`src/rtl/wave_gen.sv`:
```
// wave_gen: programmable square-wave transmitter.
//
// Emits a wave on Cout whose period and high time are counted in Clk cycles, either as a
// fixed burst of periods or continuously, and counts the complete periods emitted in M.
// Parameters are loaded into shadow registers and copied into the active registers on
// start (from IDLE) or at a period boundary (in RUN), so the output never glitches.
//
// Optional feature (macro WAVE_GEN_EDGE_PULSE_EN): adds output edge_p, a one-cycle pulse
// coincident with every rising edge of Cout.
//
// Ports:
//   Clk        system clock
//   Rst_n      asynchronous active-low reset
//   period_in  wave period in Clk cycles (>= 2, smaller values rejected with err)
//   high_in    high time; 0 selects period_in>>1, values >= period_in clamp to period_in-1
//   burst_in   periods to emit; 0 runs continuously
//   load       strobe: capture period_in/high_in/burst_in into the shadow registers
//   start      strobe: begin emission (honoured only in IDLE)
//   stop       strobe: finish the current period, then return to IDLE
//   Cout       generated wave
//   busy       high while running
//   done       one-cycle pulse when emission ends (burst complete or stop)
//   err        one-cycle pulse after a rejected load
//   M          complete periods emitted since the last start
//   edge_p     (optional) rising-edge pulse aligned with Cout
module wave_gen #(
    parameter int unsigned CNT_W = 32,
    parameter int unsigned NUM_W = 25
) (
    input  logic             Clk,
    input  logic             Rst_n,
    input  logic [CNT_W-1:0] period_in,
    input  logic [CNT_W-1:0] high_in,
    input  logic [NUM_W-1:0] burst_in,
    input  logic             load,
    input  logic             start,
    input  logic             stop,
    output logic             Cout,
    output logic             busy,
    output logic             done,
    output logic             err,
    output logic [NUM_W-1:0] M
`ifdef WAVE_GEN_EDGE_PULSE_EN
    ,
    output logic             edge_p
`endif
);

    typedef enum logic {StIdle, StRun} state_e;

    state_e           state_q, state_d;
    logic [CNT_W-1:0] ph_q, ph_d;
    logic [NUM_W-1:0] m_q, m_d;
    logic             stop_q, stop_d;
    logic             cout_q, cout_d;
    logic             done_q, done_d;
    logic             err_q, err_d;

    logic [CNT_W-1:0] sh_per_q, sh_per_d, sh_high_q, sh_high_d;
    logic [NUM_W-1:0] sh_burst_q, sh_burst_d;
    logic [CNT_W-1:0] act_per_q, act_per_d, act_high_q, act_high_d;
    logic [NUM_W-1:0] act_burst_q, act_burst_d;

    logic             ld_ok;
    logic [CNT_W-1:0] ld_high;

    assign ld_ok = load && (period_in >= CNT_W'(2));

    always_comb begin
        if (high_in == '0) begin
            ld_high = period_in >> 1;
        end else if (high_in >= period_in) begin
            ld_high = period_in - CNT_W'(1);
        end else begin
            ld_high = high_in;
        end
    end

    // Shadow next-state doubles as the value applied at a coincident start or boundary,
    // so a load landing on that same edge takes effect immediately.
    always_comb begin
        sh_per_d   = sh_per_q;
        sh_high_d  = sh_high_q;
        sh_burst_d = sh_burst_q;
        if (ld_ok) begin
            sh_per_d   = period_in;
            sh_high_d  = ld_high;
            sh_burst_d = burst_in;
        end
    end

    always_comb begin
        state_d     = state_q;
        ph_d        = ph_q;
        m_d         = m_q;
        stop_d      = stop_q;
        done_d      = 1'b0;
        err_d       = load && !ld_ok;
        act_per_d   = act_per_q;
        act_high_d  = act_high_q;
        act_burst_d = act_burst_q;

        unique case (state_q)
            StIdle: begin
                if (start) begin
                    state_d     = StRun;
                    ph_d        = CNT_W'(1);
                    m_d         = '0;
                    stop_d      = 1'b0;
                    act_per_d   = sh_per_d;
                    act_high_d  = sh_high_d;
                    act_burst_d = sh_burst_d;
                end
            end
            StRun: begin
                if (ph_q == act_per_q) begin
                    m_d         = m_q + NUM_W'(1);
                    act_per_d   = sh_per_d;
                    act_high_d  = sh_high_d;
                    act_burst_d = sh_burst_d;
                    if (((sh_burst_d != '0) && (m_d == sh_burst_d)) || stop || stop_q) begin
                        state_d = StIdle;
                        ph_d    = '0;
                        stop_d  = 1'b0;
                        done_d  = 1'b1;
                    end else begin
                        ph_d = CNT_W'(1);
                    end
                end else begin
                    ph_d = ph_q + CNT_W'(1);
                    if (stop) begin
                        stop_d = 1'b1;
                    end
                end
            end
            default: state_d = StIdle;
        endcase

        // Registered from next-state values so Cout lines up with the phase it describes.
        cout_d = (state_d == StRun) && (ph_d <= act_high_d);
    end

    always_ff @(posedge Clk or negedge Rst_n) begin
        if (!Rst_n) begin
            state_q     <= StIdle;
            ph_q        <= '0;
            m_q         <= '0;
            stop_q      <= 1'b0;
            cout_q      <= 1'b0;
            done_q      <= 1'b0;
            err_q       <= 1'b0;
            sh_per_q    <= CNT_W'(2);
            sh_high_q   <= CNT_W'(1);
            sh_burst_q  <= '0;
            act_per_q   <= CNT_W'(2);
            act_high_q  <= CNT_W'(1);
            act_burst_q <= '0;
        end else begin
            state_q     <= state_d;
            ph_q        <= ph_d;
            m_q         <= m_d;
            stop_q      <= stop_d;
            cout_q      <= cout_d;
            done_q      <= done_d;
            err_q       <= err_d;
            sh_per_q    <= sh_per_d;
            sh_high_q   <= sh_high_d;
            sh_burst_q  <= sh_burst_d;
            act_per_q   <= act_per_d;
            act_high_q  <= act_high_d;
            act_burst_q <= act_burst_d;
        end
    end

`ifdef WAVE_GEN_EDGE_PULSE_EN
    logic edge_q, edge_d;

    assign edge_d = (state_d == StRun) && (ph_d == CNT_W'(1));

    always_ff @(posedge Clk or negedge Rst_n) begin
        if (!Rst_n) begin
            edge_q <= 1'b0;
        end else begin
            edge_q <= edge_d;
        end
    end

    assign edge_p = edge_q;
`endif

    assign Cout = cout_q;
    assign busy = (state_q == StRun);
    assign done = done_q;
    assign err  = err_q;
    assign M    = m_q;

endmodule
```
`config.mk`:
```
export PLATFORM = sky130hd
export DESIGN_NAME = wave_gen
export DESIGN_NICKNAME = d
export VERILOG_FILES = /design/src/rtl/wave_gen.sv
export SDC_FILE = /design/constraint.sdc
export NUM_CORES = 1
export LEC_CHECK = 0
export ABC_CLOCK_PERIOD_IN_PS = 4500
export CAP_MARGIN = 10
export CORE_MARGIN = 2
export CORE_UTILIZATION = 45
export DETAILED_ROUTE_END_ITERATION = 6
export PLACE_DENSITY_LB_ADDON = 0.3
export REMOVE_ABC_BUFFERS = 1
export SLEW_MARGIN = 10
export SYNTH_ARGS = -nofsm -noshare
export SYNTH_HDL_FRONTEND = slang
export SYNTH_SLANG_ARGS = --single-unit
```
`constraint.sdc`:
```
create_clock -name Clk -period 4.5 [get_ports Clk]
set_input_delay 0.9 -clock Clk [delete_from_list [all_inputs] [get_ports Clk]]
set_output_delay 0.9 -clock Clk [all_outputs]
set_load 0.02 [all_outputs]
```
==> out/metrics.csv <==
metric;value;unit
drt_iter0_markers;1122;
drt_wl_total;42.4;mm
fin_skew;0.0119;ns
synth_top_area_frac;0.412;
vias_per_cell;5.72;
path_clk_slew;0.06;ns
clock.fmax;0.202;GHz
fin_crit;4.94;ns
power.density;350;nW/um^2
drtPass1Iterations;5;
yosysSeqAreaShare;0.420;
insertion_delay;0.52;ns
dieArea;29800;um^2
tritoncts;yes;
cts_buffers;24;
yosysUniqueCellTypes;53;
route.antenna.remaining_nets;0;
reg2reg_depth;19;
max_cap_violations;0;
drive_above_1_share;0.259;
violations;negative setup slack;
period_share;1.10;
ys_ff_latch;215;
dp_hpwl;30.5;mm
grtUsageTotal;0.279;
synth.yosys.warnings;0;
cts_sinks;215;
r2r_end;Cout;
grt_pass1_vias;12800;
status;complete, but fails checks;
vias;12900;
grt_pass1_wl;67.5;mm
placed_area;16600;um^2
max-slew-margin-rel;0.257;
setup_ws;-0.445;ns
clock-root-buffer;clkbuf_16;
holdWs;0.476;ns
synthCells;1459;
hp-class;in2async;
synth_area_leader_cell;dfrtp_1;
place_congestion;0.949;
slew_violations;0;
synthArstFlopShare;1.00;
cp.required;4.91;ns
cp-start-kind;input pin;
synth_edf_count;0;
port_buffers;122;
ios;123;
chipHeight;173;um
die_w;173;um
cp_data_arrival_time;5.35;ns
critPathMaxFanout;6;
synthTopCellsByCount;276 x nand2_1, 211 x dfrtp_1, 140 x o21ai_0;
hold_violations;0;
worstMarginPinSlew;1.11;ns
cp-end-kind;register;
initial_utilization;0.459;
synth.area.top_cells;dfrtp_1 41%, nand2_1 8.1%, ha_1 6.6%, xnor2_1 6.5%, o21ai_0 5.5%;
antenna_found_initial;0;
ys.flop_type;dfrtp_1;
total_power;6.32;mW
htreeDepth;1;
rsz0062_at_grt;yes;
num_rows;61;
grt_overflow;0;
wl_per_cell;18.8;um
syn_area;12800;um^2
fillers;2226;
final_design_area_no_fill;18100;um^2
antenna_cells;0;
rrSetupSlack;0.12;ns
crit-reg2reg-launch;M[10];
grt_max_degree;136;
synth_most_common_cell;nand2_1;
fin_setup_tns;-0.445;ns
fin_nets;2027;
post-route-drc-count;0;
peakVddDrop;0.296;mV
coreArea;27900;um^2
area_growth;41.2;%
critPathKind;in2reg;
cellLeakagePower;8.02;nW
clockBufferDepth;3;
synth.avg_cell_area;8.78;um^2
setup-violations-final;1;
kinds of logic (layout without fill, tap and decap cells):
logic type / count (synthesis) / in the layout / synth area share
xor gates and xnor gates: 109 / 109 / 0.0745
and+or+nand+nor: 532 / 532 / 0.190
adders and majority gates: 68 / 68 / 0.0664
DFF: 215 / 215 / 0.420
buffers and inverters: 120 / 544 / 0.0363
AOI/OAI and AO/OA: 372 / 372 / 0.177
muxes: 43 / 43 / 0.0357
cell type report:
cell class / count / area (um^2) / area share
inverter: 54 / 203 / 0.0112
clock buffer: 32 / 672 / 0.0371
clock inverter: 12 / 146 / 0.00809
sequential: 215 / 5390 / 0.298
tap: 378 / 473 / 0.0262
timing repair buffer: 446 / 3860 / 0.214
multi-input combinational: 1124 / 7340 / 0.406
per-layer routing:
metal  track usage  part of all wire  vias to the layer above
li1              -                 -                     6058
met1         0.379              0.43                     6206
met2         0.452              0.46                      549
met3        0.0380             0.066                      116
met4         0.116             0.040                        0
met5             0                 0                        -
placed cells by master, fill, tap and decap left out, types with 6 or more instances in the layout:
| cell | netlist | final |
|---|---|---|
| a21o_1 | 16 | 15 |
| a21oi_1 | 84 | 77 |
| a21oi_2 | 0 | 7 |
| a31o_2 | 25 | 25 |
| a31oi_1 | 34 | 33 |
| and2_1 | 6 | 6 |
| and3_1 | 13 | 13 |
| buf_12 | 0 | 9 |
| buf_4 | 1 | 305 |
| buf_6 | 1 | 8 |
| clkbuf_16 | 0 | 25 |
| clkdlybuf4s50_1 | 0 | 102 |
| dfrtp_1 | 211 | 211 |
| ha_1 | 68 | 64 |
| inv_1 | 54 | 54 |
| mux2_2 | 18 | 14 |
| mux2i_1 | 24 | 12 |
| mux2i_2 | 0 | 6 |
| mux2i_4 | 0 | 6 |
| nand2_1 | 276 | 276 |
| nand3_1 | 31 | 31 |
| nand4_1 | 46 | 46 |
| nor2_1 | 69 | 66 |
| nor3_1 | 24 | 22 |
| nor4_1 | 32 | 30 |
| o211ai_1 | 25 | 25 |
| o21ai_0 | 140 | 132 |
| o21ai_1 | 0 | 8 |
| o31ai_1 | 12 | 12 |
| o41ai_1 | 6 | 6 |
| or4_4 | 1 | 6 |
| xnor2_1 | 95 | 84 |
| xnor2_2 | 0 | 10 |
| xor2_1 | 14 | 13 |
flip-flops by register name, summed over array words and instances, names as in the netlist:
name and flops:
Cout 1, M 25, act_high_q 32, act_per_q 32, busy 1, done 1, err 1, ph_q 32
sh_burst_q 25, sh_high_q 32, sh_per_q 32, stop_q 1
worst max-delay path by stage:
stage	cells past startpoint	startpoint	slack [ns]	to
2_1_floorplan	17	act_per_q[1]	-4.12	Cout
3_3_place_gp	22	period_in[8]	-1.29	Cout
3_5_place_dp	22	period_in[8]	-1.39	Cout
4_1_cts	23	period_in[27]	-0.27	Cout
5_1_grt	22	period_in[7]	-0.59	Cout
6_report	22	period_in[7]	-0.44	Cout
per-stage QoR:
stage	instances	util	setup slack, ns
2_1_floorplan	1393	-	-4.12
4_1_cts	2260	0.646	-0.265
5_1_grt	2261	0.647	-0.595
3_5_place_dp	2194	0.595	-1.39
3_3_place_gp	2194	0.595	-1.29
6_report	2261	0.647	-0.445
worst max-delay path: stages:
cell	delay, ns
buf_6	0.09
or4_4	0.56
or4_4	0.57
o31ai_4	0.30
buf_12	0.17
bufbuf_16	0.30
mux2i_4	0.28
xnor2_2	0.17
nand4_1	0.16
nor3_2	0.27
a31oi_2	0.17
nand2_1	0.13
ha_2	0.17
nor2b_1	0.04
o21a_1	0.16
o21ai_1	0.12
nand2b_1	0.08
a21oi_2	0.14
o21ai_1	0.08
o21ai_1	0.16
a31oi_1	0.11
nor4_1	0.19
power by group:
group          leakage [nW]  total [mW]  switching [mW]  internal, mW
registers              2.58        2.42           0.213          2.21
logic                  5.04        1.85           0.899         0.953
clock network         0.395        2.05           0.826          1.23
what timing repair did:
item,CTS,global route
hold buffers,0,0
endpoints found under the setup margin,1,1
pin swaps,51,19
resized for setup,117,22
setup buffers,18,1
cloned,5,0
No activity file was read; power rests on OpenSTA's default activity.
==> edit: new RTL, config.mk and constraints unchanged <==
Build with the macro `WAVE_GEN_EDGE_PULSE_EN` defined.
--- a/src/rtl/wave_gen.sv
+++ b/src/rtl/wave_gen.sv
@@ -25,2 +25,4 @@
 //   edge_p     (optional) rising-edge pulse aligned with Cout
+`define WAVE_GEN_EDGE_PULSE_EN
+
 module wave_gen #(
Formal check against the unedited RTL (old outputs only; new: edge_p): equivalent (equiv_simple and equiv_induct, registers matched by name and starting in step).
==> edit against the original RTL <==
Utilization down 1.3 points; combinational power down 4%; area after synthesis up 3.7%; critical path depth up 1; largest power group unchanged; worst setup slack worse by 0.058 ns; cell area up 1.2%; total power down 3.7%; synthesized cell count up 3.7%; the flow still finishes with violations (negative setup slack); sequential cell count up 1; routed wire length up 1.8%; non-clock buffer count up 9.
==> edit: results (changes against the original RTL) <==
{
  "result_of_the_run": {"value": "finished, violations left"},
  "failed_checks": {"value": "negative setup slack"},
  "post-cts-setup-buffers": {"value": 17, "change": "-1"},
  "synth_commonest_cells": {"value": "sky130_fd_sc_hd__nand2_1 (238), sky130_fd_sc_hd__dfrtp_1 (212), sky130_fd_sc_hd__o21ai_0 (134)"},
  "cp.arrival": {"value": 5.43, "unit": "ns", "change": "+0.08 ns"},
  "cts_max_level": {"value": 1, "change": "unchanged"},
  "pwr.group.combinational": {"value": 1.78, "unit": "mW", "change": "-4%"},
  "worst_r2r_startpoint": {"value": "ph_q[4]"},
  "post_cts.resized_instances": {"value": 129, "change": "+10%"},
  "synth_instances": {"value": 1513, "change": "+3.7%"},
  "cts_buffers": {"value": 25, "change": "+4.2%"},
  "clk_network_pwr_share": {"value": 31.7, "unit": "%", "change": "-0.8 points"},
  "post_route_cells_drive_above_1_share": {"value": 25.07, "unit": "%", "change": "-0.85 points"},
  "leak": {"value": 8.248, "unit": "nW", "change": "+2.9%"},
  "worst_r2r_path_depth": {"value": 17, "change": "-2"},
  "actual_transition_at_the_worst_max_transition_pin": {"value": 0.9880, "unit": "ns", "change": "-0.1263 ns"},
  "final_critical_path_setup_slack": {"value": -0.5027, "unit": "ns", "change": "-0.05822 ns"},
  "detail_route.iter0.violations": {"value": 1117, "change": "-0.45%"},
  "final_net_count": {"value": 2073, "change": "+2.3%"},
  "timing.clock.skew": {"value": 0.01058, "unit": "ns", "change": "-0.001315 ns"},
  "stdcell_count": {"value": 2307, "change": "+2.0%"},
  "synth.area.top_cells": {"value": "sky130_fd_sc_hd__dfrtp_1 (40%), sky130_fd_sc_hd__nand2_1 (6.7%), sky130_fd_sc_hd__ha_1 (6.4%)"},
  "final.hold.worst_slack": {"value": 0.3935, "unit": "ns", "change": "-0.08261 ns"},
  "port_buffers": {"value": 123, "change": "+0.82%"},
  "dp.cells": {"value": 2248, "change": "+2.5%"},
  "wirelength": {"value": 43.17, "unit": "mm", "change": "+1.8%"},
  "fill_cells": {"value": 2411, "change": "+8.3%"},
  "first_global_vias": {"value": 12950, "change": "+1.1%"},
  "setup_violations": {"value": 1, "change": "unchanged"},
  "path_delay_family": {"value": "compound AO/OA/AOI/OAI gates"},
  "yosysSeqAreaShare": {"value": 40.71, "unit": "%", "change": "-1.3 points"},
  "max_rail_drop_vdd": {"value": 0.2684, "unit": "mV", "change": "-9.4%"},
  "grt_pass1_wl": {"value": 69.14, "unit": "mm", "change": "+2.4%"},
  "slowest_stage_delay_cp": {"value": 0.53, "unit": "ns", "change": "-0.04 ns"},
  "pin_count_of_the_biggest_net_entering_global_routing": {"value": 94, "change": "-31%"},
  "grt_usage": {"value": 28.05, "unit": "%", "change": "+0.12 points"},
  "synth.distinct_cells": {"value": 57, "change": "+7.5%"},
  "gp_routability_congestion": {"value": 0.9301, "change": "-2.0%"}
}
-- edit: cell count changes after synthesis, moves of 5 or more --
cell and change:
sky130_fd_sc_hd__xor2_1 +7, sky130_fd_sc_hd__o21ai_0 -6, sky130_fd_sc_hd__nor4_1 +10, sky130_fd_sc_hd__clkbuf_1 +20, sky130_fd_sc_hd__or3_1 +5, sky130_fd_sc_hd__nand4_1 +5, sky130_fd_sc_hd__a21oi_1 +6, sky130_fd_sc_hd__o31ai_1 +11
sky130_fd_sc_hd__nand2_1 -38, sky130_fd_sc_hd__a21o_1 +9, sky130_fd_sc_hd__a31oi_1 -6, sky130_fd_sc_hd__nand3_1 +8
-- edit: worst max-delay path by stage --
| stage | cells past startpoint | end | startpoint | slack, ns |
|---|---|---|---|---|
| 2_1_floorplan | 19 | Cout | period_in[10] | -6.21 |
| 3_3_place_gp | 21 | Cout | period_in[10] | -1.30 |
| 3_5_place_dp | 24 | Cout | period_in[6] | -1.40 |
| 4_1_cts | 23 | Cout | period_in[29] | -0.52 |
| 5_1_grt | 23 | Cout | period_in[12] | -0.76 |
| 6_report | 23 | Cout | period_in[12] | -0.50 |
-- edit: cell type report --
type | count | area, um2 | area share (%)
clock buffer | 36 | 716.9 | 3.916
clock inverter | 3 | 40.04 | 0.2187
inverter | 53 | 201.4 | 1.100
multi-input combinational | 1160 | 7624 | 41.64
sequential | 216 | 5410 | 29.55
tap | 384 | 480.5 | 2.624
timing repair buffer | 455 | 3836 | 20.95
-- edit: per-stage QoR --
| step | util (%) | instance area [um2] | setup slack, ns | TNS (ns) |
|---|---|---|---|---|
| global route | 63.45 | 18310 | -0.7646 | -0.7646 |
| finish | 63.45 | 18310 | -0.5027 | -0.5027 |
| detailed placement | 59.33 | 17120 | -1.396 | -2.162 |
| global placement | 59.33 | 17120 | -1.301 | -1.908 |
| floorplan | - | 12960 | -6.208 | -562.07 |
| CTS | 63.19 | 18230 | -0.5228 | -0.5228 |
-- edit: worst reg2reg max path, delay by kind of cell (launching register included) --
kind / cells / cell delay, ns
compound gates: 10 / 1.82
xor+xnor: 1 / 0.27
fa+ha+maj: 1 / 0.30
buf+inv: 1 / 0.24
flops: 1 / 0.39
simple gates: 4 / 1.39
-- edit: metal layers --
metal	GRT usage (%)	wire [um]
met5	0	0
met3	3.398	2728
met2	46.11	19990
met1	38.77	18990
met4	8.919	1463
-- edit: kinds of logic (layout without fill, tap and decap cells) --
family | Yosys count | after routing | share of synthesized area (%)
buf+inv | 137 | 547 | 3.963
simple gates | 544 | 544 | 19.81
compound gates | 396 | 396 | 18.55
mux | 40 | 40 | 3.192
flops | 216 | 216 | 40.71
xor+xnor | 112 | 112 | 7.381
fa+ha+maj | 68 | 68 | 6.402
